===== config.mk =====
export PLATFORM = sky130hd
export DESIGN_NAME = csr_exec_unit
export DESIGN_NICKNAME = d
export VERILOG_FILES = /design/src/rtl/csr_exec_unit.sv
export SDC_FILE = /design/constraint.sdc
export NUM_CORES = 1
export LEC_CHECK = 0
export BUFFER_PORTS_ARGS = -buffer_cell sky130_fd_sc_hd__buf_4
export CAP_MARGIN = 5
export CORE_AREA = 3 3 175 177
export DETAILED_ROUTE_END_ITERATION = 8
export DIE_AREA = 0 0 178 180
export GPL_ROUTABILITY_DRIVEN = 0
export MAX_ROUTING_LAYER = met4
export PLACE_DENSITY = 0.71
export SLEW_MARGIN = 20
export SYNTH_ARGS = -nofsm -noshare
export SYNTH_HDL_FRONTEND = slang
export SYNTH_SLANG_ARGS = --single-unit

===== constraint.sdc =====
create_clock -name clk -period 6.35 [get_ports clk]
set_input_delay 0.3175 -clock clk [delete_from_list [all_inputs] [get_ports clk]]
set_output_delay 0.3175 -clock clk [all_outputs]
set_load 0.02 [all_outputs]

===== src/rtl/csr_exec_unit.sv =====
// csr_exec_unit
// Multi-cycle executor for Zicsr instructions (CSRRW/CSRRS/CSRRC and the
// immediate forms). It serialises CSR access: one instruction is in flight
// at a time, and the pipeline stalls on in_ready.
//
// Ports
//   clk, reset              : clock (rising edge), async active-high reset
//   in_valid/in_ready       : instruction handshake (ready only in IDLE)
//   in_funct3, in_csr_addr  : decoded Zicsr fields
//   in_rs1_idx, in_rs1_data : rs1 index (zimm for imm forms) and rs1 value
//   in_rd, in_pc            : destination register, instruction PC
//   kill                    : flush from older instruction (honoured in READ)
//   csr_addr_read/csr_rdata : combinational read port of the CSR file
//   csr_addr_write/csr_wdata/csr_we : single-cycle write port
//   isCSRRC                 : tied 0; the full new value is always computed
//   out_valid/out_ready     : response handshake to writeback
//   out_rd, out_data        : destination register and old CSR value
//   out_illegal             : funct3 000/100, no write performed
//   redirect_valid/_pc      : refetch pulse at pc+4 on a legal handshake
module csr_exec_unit (
   input  logic        clk,
   input  logic        reset,
   input  logic        in_valid,
   output logic        in_ready,
   input  logic [2:0]  in_funct3,
   input  logic [11:0] in_csr_addr,
   input  logic [4:0]  in_rs1_idx,
   input  logic [63:0] in_rs1_data,
   input  logic [4:0]  in_rd,
   input  logic [63:0] in_pc,
   input  logic        kill,
   output logic [11:0] csr_addr_read,
   input  logic [63:0] csr_rdata,
   output logic [11:0] csr_addr_write,
   output logic [63:0] csr_wdata,
   output logic        csr_we,
   output logic        isCSRRC,
   output logic        out_valid,
   input  logic        out_ready,
   output logic [4:0]  out_rd,
   output logic [63:0] out_data,
   output logic        out_illegal,
   output logic        redirect_valid,
   output logic [63:0] redirect_pc
);

   typedef enum logic [1:0] {IDLE, READ, WRITE, RESP} state_t;

   state_t      state_q, state_d;
   logic [2:0]  funct3_q;
   logic [11:0] addr_q;
   logic [4:0]  rs1_idx_q;
   logic [63:0] rs1_data_q;
   logic [4:0]  rd_q;
   logic [63:0] pc_q;
   logic [63:0] old_q;

   logic        illegal;
   logic        write_req;
   logic [63:0] src;
   logic [63:0] new_val;

   // funct3[1:0]==00 covers both illegal encodings (000 and 100).
   assign illegal = (funct3_q[1:0] == 2'b00);
   assign src     = funct3_q[2] ? {59'd0, rs1_idx_q} : rs1_data_q;

   // RW forms always write; set/clear forms only with a non-zero source index.
   assign write_req = !illegal && ((funct3_q[1:0] == 2'b01) || (rs1_idx_q != 5'd0));

   always_comb begin
      new_val = old_q;
      case (funct3_q[1:0])
         2'b01:   new_val = src;
         2'b10:   new_val = old_q | src;
         2'b11:   new_val = old_q & ~src;
         default: new_val = old_q;
      endcase
   end

   always_ff @(posedge clk or posedge reset) begin
      if (reset) begin
         state_q <= IDLE;
      end else begin
         state_q <= state_d;
      end
   end

   always_ff @(posedge clk or posedge reset) begin
      if (reset) begin
         funct3_q   <= '0;
         addr_q     <= '0;
         rs1_idx_q  <= '0;
         rs1_data_q <= '0;
         rd_q       <= '0;
         pc_q       <= '0;
         old_q      <= '0;
      end else begin
         if (state_q == IDLE && in_valid) begin
            funct3_q   <= in_funct3;
            addr_q     <= in_csr_addr;
            rs1_idx_q  <= in_rs1_idx;
            rs1_data_q <= in_rs1_data;
            rd_q       <= in_rd;
            pc_q       <= in_pc;
         end
         // Snapshot taken once; later CSR-file activity cannot alter out_data.
         if (state_q == READ) begin
            old_q <= csr_rdata;
         end
      end
   end

   always_comb begin
      state_d = state_q;
      case (state_q)
         IDLE:    if (in_valid) state_d = READ;
         READ: begin
            if (kill)           state_d = IDLE;
            else if (write_req) state_d = WRITE;
            else                state_d = RESP;
         end
         WRITE:   state_d = RESP;
         RESP:    if (out_ready) state_d = IDLE;
         default: state_d = IDLE;
      endcase
   end

   always_comb begin
      in_ready       = (state_q == IDLE);
      csr_addr_read  = (state_q != IDLE) ? addr_q : '0;
      csr_addr_write = (state_q != IDLE) ? addr_q : '0;
      csr_we         = (state_q == WRITE);
      csr_wdata      = (state_q == WRITE) ? new_val : '0;
      isCSRRC        = 1'b0;
      out_valid      = (state_q == RESP);
      out_rd         = (state_q == RESP) ? rd_q : '0;
      out_data       = (state_q == RESP) ? old_q : '0;
      out_illegal    = (state_q == RESP) && illegal;
      redirect_valid = (state_q == RESP) && out_ready && !illegal;
      redirect_pc    = (state_q == RESP) ? (pc_q + 64'd4) : '0;
   end

endmodule


==> Word-level counts from Yosys, hierarchy flattened <==
Cells that the tools add are included.
{ "totals": {"out_inout_bits": 227, "n_memories": 0, "ramBits": 0, "regBits": 219, "latchBits": 0, "romBits": 0, "input_bits": 222, "elab_cells": 44} }
{ "classes": {"mul": 0, "eq_ne": 8, "n_bitwise": 3, "n_reduce_logical": 12, "div_mod_pow": 0, "n_addsub": 1, "n_lt_le_gt_ge": 0, "n_shift": 0, "muxes": 12} }
{ "op_table": {"columns": ["cell", "n"], "rows": [
  ["$mux 64", 4],
  ["$pmux 64 s3", 1],
  ["$add 64x3->64 const B", 1],
  ["$and 64x64->64", 1],
  ["$not 64->64", 1],
  ["$or 64x64->64", 1],
  ["$mux 12", 1],
  ["$eq 2x2->1 const B", 4],
  ["$pmux 2 s4", 1],
  ["$mux 2", 3],
  ["$logic_and 1x1->1", 5],
  ["$mux 5", 1],
  ["$reduce_bool 5->1", 1],
  ["$eq 2x1->1 const B", 2],
  ["$logic_not 2->1", 2],
  ["$ne 2x1->1 const B", 1],
  ["$ne 2x2->1 const B", 1],
  ["$reduce_and 2->1", 1],
  ["$reduce_bool 2->1", 1],
  ["$logic_not 1->1", 1],
  ["$logic_or 1x1->1", 1],
  ["$mux 1", 1]
]} }

==> Logic depth before layout (Yosys ltp) <==
Gate-level depths: netlist of run 1.
{ "depth": {"word_depth": 6, "depth_mapped": 9, "depth_no_buf": 6} }

==> Worst setup path after synthesis of run 1 <==
No wires, ideal clock.
{ "synth_timing": {"path_kind": "register -> output", "startpoint": "register pc_q[2]", "endpoint": "output redirect_pc[42]", "setup_slack_ns": 3.494, "required_ns": 6.032, "stages_incl_launch_ff": 9, "path_buffers": 2, "t_arrival_ns": 2.539, "path_cell_list": "dfrtp_1 -> ha_1 -> and4_1 -> buf_4 -> or4b_4 -> or3_1 -> buf_2 -> or3_1 -> a21oi_1"} }
{ "synth_between": {"elab_chain_cells": 2} }
{ "synth_lines": {"columns": ["item", "line_no", "rtl"], "rows": [
  ["start, declared", "55", "logic [63:0] pc_q;"],
  ["start signal, assigned", "104", "pc_q <= in_pc;"],
  ["$add 64x3->64", "140", "redirect_pc = (state_q == RESP) ? (pc_q + 64'd4) : '0;"],
  ["$mux 64", "140", null],
  ["end, declared", "44", "output logic [63:0] redirect_pc"]
]} }
No other way between the ends.

==> Worst setup path in the final report of run 1 <==
{ "layout_timing": {"startpoint": "register pc_q[2]", "endpoint": "output redirect_pc[52]"} }
Same word-level chain as after synthesis.

==> flow_summary.ini, run 1 <==
[setup_path]
cp-end-kind = output pin
r2r-start = state_q[0]$_DFFE_PP0P_
r2r_cells = 5
r2r_slack_ps = 2890
crit_required_ps = 6030
worst_setup_path_start_kind = register
worstSetupPathType = register to output pin
cp.arrival_ps = 3500
crit_fanout = 16
timing.rr.end = addr_q[9]$_DFFE_PP0P_

[logic_synthesis]
ys_async_sr_fraction_pct = 100
avgSynthCellArea_um2 = 9.13
synth-edff-count = 0
postSynthCellCount = 1356
syn_nets = 1579
synth-warning-count = 0
synthDistinctLibCells = 45
seq_area_frac_synth_pct = 44.3
ys_dominant_reg_cell = dfrtp_1
synth-seq-cells = 219
synth_area_um2 = 12400

[floorplanning]
die_area_um2 = 32000
start_util_pct = 42.1
die_h_um = 180
row_count = 63
die_w_um = 178
core_um2 = 29400
ios = 449

[timing]
slew_headroom_pct = 35.2
finClkSkew_ps = 26.0
rsz0062_at_grt = no
holdWs_ps = 18.6
drv_slew = 0
setup_viol = 0
fmax_mhz = 262
period_needed_ps = 3810
setup_slack_ps = 2540
timing.setup.tns_ps = 0
hold_violations = 0
post-route-period-util_pct = 60.0
worstMarginPinSlew_ps = 972

[final_layout]
syn_to_final_growth_pct = 43.8
instances_no_fill = 2239
final_nets = 2049
final_core_util_pct = 60.6
nFillCells = 2463
final_common_cell = buf_4
drive_gt1_share_pct = 37.8
final_area_um2 = 17800
final_cell_mix = buf_4, dfrtp_1, mux2_2, nor2_1, nand2_1

[cts]
cts-root-buf = clkbuf_16
clkSlewWorstSetupHoldPaths_ps = 60
clock_latency_ps = 540
clockBufferDepth = 3
cts_tree = done
numCtsBuffers = 26
post_cts_buffers = 0
htree_levels = 1
cts_num_sinks = 219

[route]
routed_wl_um = 43400
route.vias.total = 12195
drtIter0Drc = 988
drt-wirelength-per-cell_um = 19.4
viasPerCell = 5.45
ant_nets = 0
drc = 0
drt-pass1-iter-count = 6

[placement]
io_buffers = 447
place_ws_ps = 2550
hpwl_um = 29200
postPlaceCellArea_um2 = 15900
dp_cells = 2093

[power_and_ir_drop]
peakVddDrop_mv = 0.349
total_power_mw = 9.77
p_per_area_nw_per_um2 = 549
cellLeakagePower_nw = 8.25

[global_route]
grt_max_degree = 102
grt_first_pass_wirelength_um = 66800
grt.total_usage_pct = 26.7
antenna_found_initial = 4
overflow = 0
grt_pass1_vias = 12236

[worst_hold_path]
hold_depth = 2
hp-class = primary input to register
hold_start = csr_rdata[34]
hold_end = old_q[34]$_DFFE_PP0P_

[run_status]
outcome = completed

[run]
cap_violations = 0
[power breakdown]
group | leakage [nW] | switching (mW) | internal (mW)
Combinational | 5.17 | 3.05 | 2.33
Sequential | 2.61 | 0.646 | 2.12
Clock | 0.463 | 0.608 | 1.02
[synthesized netlist by cell type (2+ instances only)]
master,n,share of area (%)
inv_1,55,1.7
or3_1,20,1.0
mux2i_1,5,0.40
mux2_2,166,15
buf_4,14,0.85
o21ai_0,112,4.5
nand2_1,114,3.5
nand2b_1,3,0.15
and3_1,82,4.1
clkbuf_1,85,2.6
nand4_1,20,1.0
a22oi_1,38,2.3
or4_1,8,0.49
xor2_1,11,0.78
nor4_1,11,0.56
dfrtp_1,219,44
nor3_1,7,0.28
nor2b_1,39,2.0
nor2_1,145,4.4
o31ai_1,7,0.42
and4_1,7,0.50
o21ba_2,5,0.40
a21oi_1,99,4.0
nand4b_1,3,0.21
o31a_1,5,0.35
buf_2,2,0.081
nor3b_1,2,0.12
nand3b_1,3,0.18
xnor2_1,18,1.3
nand3_1,22,0.89
buf_1,11,0.33
nor4_2,3,0.30
and2_1,3,0.15
[cell type report]
cell class	count	area, um2	area share, %
multi-input combinational	969	6250	35.1
sequential	219	5490	30.8
timing repair buffer	555	4420	24.8
clock buffer	37	783	4.40
tap	390	488	2.74
inverter	55	214	1.20
clock inverter	10	156	0.878
antenna	4	10.0	0.0562
[registers in the layout, summed over array words and instances, names as in the netlist, named ones only]
| signal | cells |
|---|---|
| pc_q | 64 |
| state_q | 1 |
| rs1_idx_q | 5 |
| addr_q | 12 |
| old_q | 64 |
| funct3_q | 3 |
| rs1_data_q | 64 |
| rd_q | 5 |
[critical path, stage by stage (launching register included)]
cell	delay, ps
dfrtp_1	450
ha_1	250
and4_1	390
or4b_4	520
or3_1	570
or3_1	440
a21oi_1	190
buf_4	170
[timing repair]
action | 4_1_cts | 5_1_grt
resized for setup | 0 | 0
endpoints found under the hold margin | 192 | 0
hold buffers | 94 | 0
[kinds of logic after synthesis]
logic type | after synthesis | synth area share (%)
xor gates and xnor gates | 29 | 2.05
muxes | 171 | 15.5
DFF | 219 | 44.3
other | 1 | 0.0303
buffers and inverters | 168 | 5.55
adders and majority gates | 1 | 0.101
and+or+nand+nor | 498 | 20.3
AOI/OAI and AO/OA | 269 | 12.2
[how the worst max path moves through the flow]
stage	from	slack, ps	cells after the start	endpoint
2_1_floorplan	reset	40	1	async pin
5_1_grt	pc_q[2]$_DFFE_PP0P_	2360	7	redirect_pc[52]
6_report	pc_q[2]$_DFFE_PP0P_	2540	7	redirect_pc[52]
4_1_cts	state_q[0]$_DFFE_PP0P_	2530	5	addr_q[9]$_DFFE_PP0P_
3_3_place_gp	state_q[0]$_DFFE_PP0P_	2670	5	addr_q[3]$_DFFE_PP0P_
3_5_place_dp	state_q[0]$_DFFE_PP0P_	2550	5	addr_q[9]$_DFFE_PP0P_
[routing by layer]
layer / GRT usage, % / part of all wire (%)
met3: 3.97 / 7.4
met1: 32.8 / 39
met2: 42.9 / 48
met5: - / 0
met4: 12.9 / 5.4
(Power assumes the default switching activity.)
==> inputs of run 2 (changes only) <==
ABC_AREA = 1   (was unset)
CORE_AREA = unset   (was 3 3 175 177)
CORE_MARGIN = 3   (was unset)
CORE_UTILIZATION = 45   (was unset)
DIE_AREA = unset   (was 0 0 178 180)
PLACE_DENSITY = 0.75   (was 0.71)
clock period = 3.2 ns   (was 6.35 ns; I/O delays follow)
==> flow_summary.ini, run 2 <==
[run_status]
outcome = completed

[route]
viasPerCell = 5.59
drt-wirelength-per-cell_um = 19.3
route.vias.total = 15372
ant_nets = 0
drtIter0Drc = 1586
drt-pass1-iter-count = 6
routed_wl_um = 53100
drc = 0

[worst_hold_path]
hp-class = primary input to async pin

[global_route]
grt_first_pass_wirelength_um = 82100
grt_pass1_vias = 15415
grt_max_degree = 109
overflow = 0
grt.total_usage_pct = 34.6
antenna_found_initial = 3

[power_and_ir_drop]
peakVddDrop_mv = 0.547
p_per_area_nw_per_um2 = 965
swShare_pct = 48.4
p_comb_share_pct = 55.7
internal_power_mw = 9.65
sequentialPowerShare_pct = 28.0
clock_power_share_pct = 16.3
cellLeakagePower_nw = 9.37
p_sw_mw = 9.05

[cts]
cts_tree = done
clock_latency_ps = 550
cts_num_sinks = 219
clockBufferDepth = 3
numCtsBuffers = 26
htree_levels = 1
clkSlewWorstSetupHoldPaths_ps = 60
cts-root-buf = clkbuf_16

[logic_synthesis]
synthDistinctLibCells = 33
synthMostInstantiatedCell = nor2_1
synth_area_um2 = 12700
ys_dominant_reg_cell = dfrtp_1
seq_area_frac_synth_pct = 43.1
synth_top_area_cell = dfrtp_1
synth-warning-count = 0
synth-edff-count = 0
ys_top_cells_by_count = nor2_1, nand2_1, dfrtp_1, inv_1, a21oi_1
avgSynthCellArea_um2 = 7.25
synth.top_cell.area_share_pct = 43.1
postSynthCellCount = 1755
synthTopCellsByArea = dfrtp_1, nor2_1, nand2_1, a21oi_1, o21ai_0
syn_nets = 1978
synth-seq-cells = 219
ys_async_sr_fraction_pct = 100

[floorplanning]
core_um2 = 27400
start_util_pct = 46.4
die_h_um = 174
die_area_um2 = 30300
die_w_um = 174
row_count = 60
ios = 449

[setup_path]
cp-end-kind = output pin
worstSetupPathType = register to output pin
path_cells = nand2_4, inv_1, o21ai_0, a21oi_1, buf_4
worst_setup_path_start_kind = register
max_stage_delay_ps = 760
cp_num_buf_inv = 2
slowest_stage = inv_1
crit_fanout = 34
crit_required_ps = 3040
critPathTopFamily = buffers and inverters
cp.arrival_ps = 2890

[final_layout]
final_nets = 2579
multi_input_area_um2 = 6050
final_cell_mix = buf_4, nor2_1, nand2_1, dlygate4sd3_1, dfrtp_1
syn_to_final_growth_pct = 52.2
final_core_util_pct = 70.7
drive_gt1_share_pct = 25.8
final_common_cell = buf_4
nFillCells = 1989
top_regs = old_q: 64 flops, pc_q: 64 flops, rs1_data_q: 64 flops
instances_no_fill = 2749
seqCellArea_um2 = 5480

[placement]
io_buffers = 447
hpwl_um = 35600
dp_cells = 2479

[timing]
rsz0062_at_grt = no
drv_slew = 0
setup_viol = 0
hold_violations = 0
post-route-period-util_pct = 95.4
finClkSkew_ps = 19.6
timing.setup.tns_ps = 0
worstMarginPinSlew_ps = 860
slew_headroom_pct = 42.6
period_needed_ps = 3050
holdWs_ps = 342
fmax_mhz = 328

[run]
cap_violations = 0
## run 2: changes by cell type after synthesis, moves of 47 or more
| cell | before | now |
|---|---|---|
| nand2_1 | 114 | 266 |
| a21oi_1 | 99 | 168 |
| mux2_2 | 166 | 49 |
| and3_1 | 82 | 0 |
| inv_1 | 55 | 183 |
| o21ai_0 | 112 | 159 |
| nor2_1 | 145 | 420 |
## run 2: worst paths after layout
kind / startpoint / endpoint / slack (ps) / cells after the start
max reg2reg: register / state_q[0]$_DFFE_PP0P_ / 640 / 5
max: register / redirect_pc[9] / 150 / 5
min reg2reg: rs1_data_q[3]$_DFFE_PP0P_ / rs1_data_q[3]$_DFFE_PP0P_ / 500 / 1
min: reset / funct3_q[2]$_DFFE_PP0P_ / 340 / 4
max in group asynchronous: reset / rs1_data_q[40]$_DFFE_PP0P_ / 2270 / 4
min in group clk: csr_rdata[11] / old_q[11]$_DFFE_PP0P_ / 360 / 4
## run 2: per-stage QoR
step                power (mW)  instance area [um2]  setup WS, ps
finish                    18.7                19400           147
CTS                       18.3                19400          93.0
global route              19.8                19400          11.7
floorplan                 11.4                12700           186
global placement          14.7                16300           688
detailed placement        14.9                16300           684
## run 2: cells by family (layout without fill, tap and decap cells)
family          count (synthesis)  in the layout  synth area share, %
simple gates                  795            795                 26.0
compound gates                384            384                 16.3
buf+inv                       299            918                 9.66
flops                         219            219                 43.1
mux                            49             49                 4.34
xor+xnor                        7              7                0.482
fa+ha+maj                       1              1               0.0983
other cells                     1              4               0.0295
## run 2: timing repair
action | CTS | global route
buffers inserted | 0 | 0
resized for setup | 0 | 1
endpoints found under the setup margin | 0 | 37
endpoints found under the hold margin | 438 | 0
hold buffers | 221 | 0
## run 2: layout make-up
cell class              instances  area share, %
clock inverters                 8          0.484
multi-input cells            1237           31.2
repair buffers                685           29.8
diodes                          3         0.0387
flip-flops and latches        219           28.3
well taps                     372           2.40
inverters                     187           3.66
clock buffers                  38           4.11
## run 2: power groups by stage
stage               combinational (mW)  clock [mW]  sequential, mW
floorplan                         6.63           0            4.78
global placement                  9.59           0            5.10
detailed placement                9.76           0            5.16
CTS                               10.1        3.09            5.13
global route                      11.2        3.22            5.33
finish                            10.4        3.06            5.23
## run 2: worst register-to-register path, cell delays in order, from the launching register on
cell and delay (ps):
dfrtp_1 550, nand2_4 360, inv_1 770, nand2_1 130, o21ai_0 120, dlygate4sd3_1 570
## run 2: layer usage
metal / vias up / part of all wire [%] / GRT usage [%]
li1: 6869 / - / -
met1: 7167 / 36 / 39.1
met2: 1053 / 47 / 56.8
met3: 283 / 9.2 / 6.77
met4: 0 / 7.6 / 20.7
met5: - / 0 / -
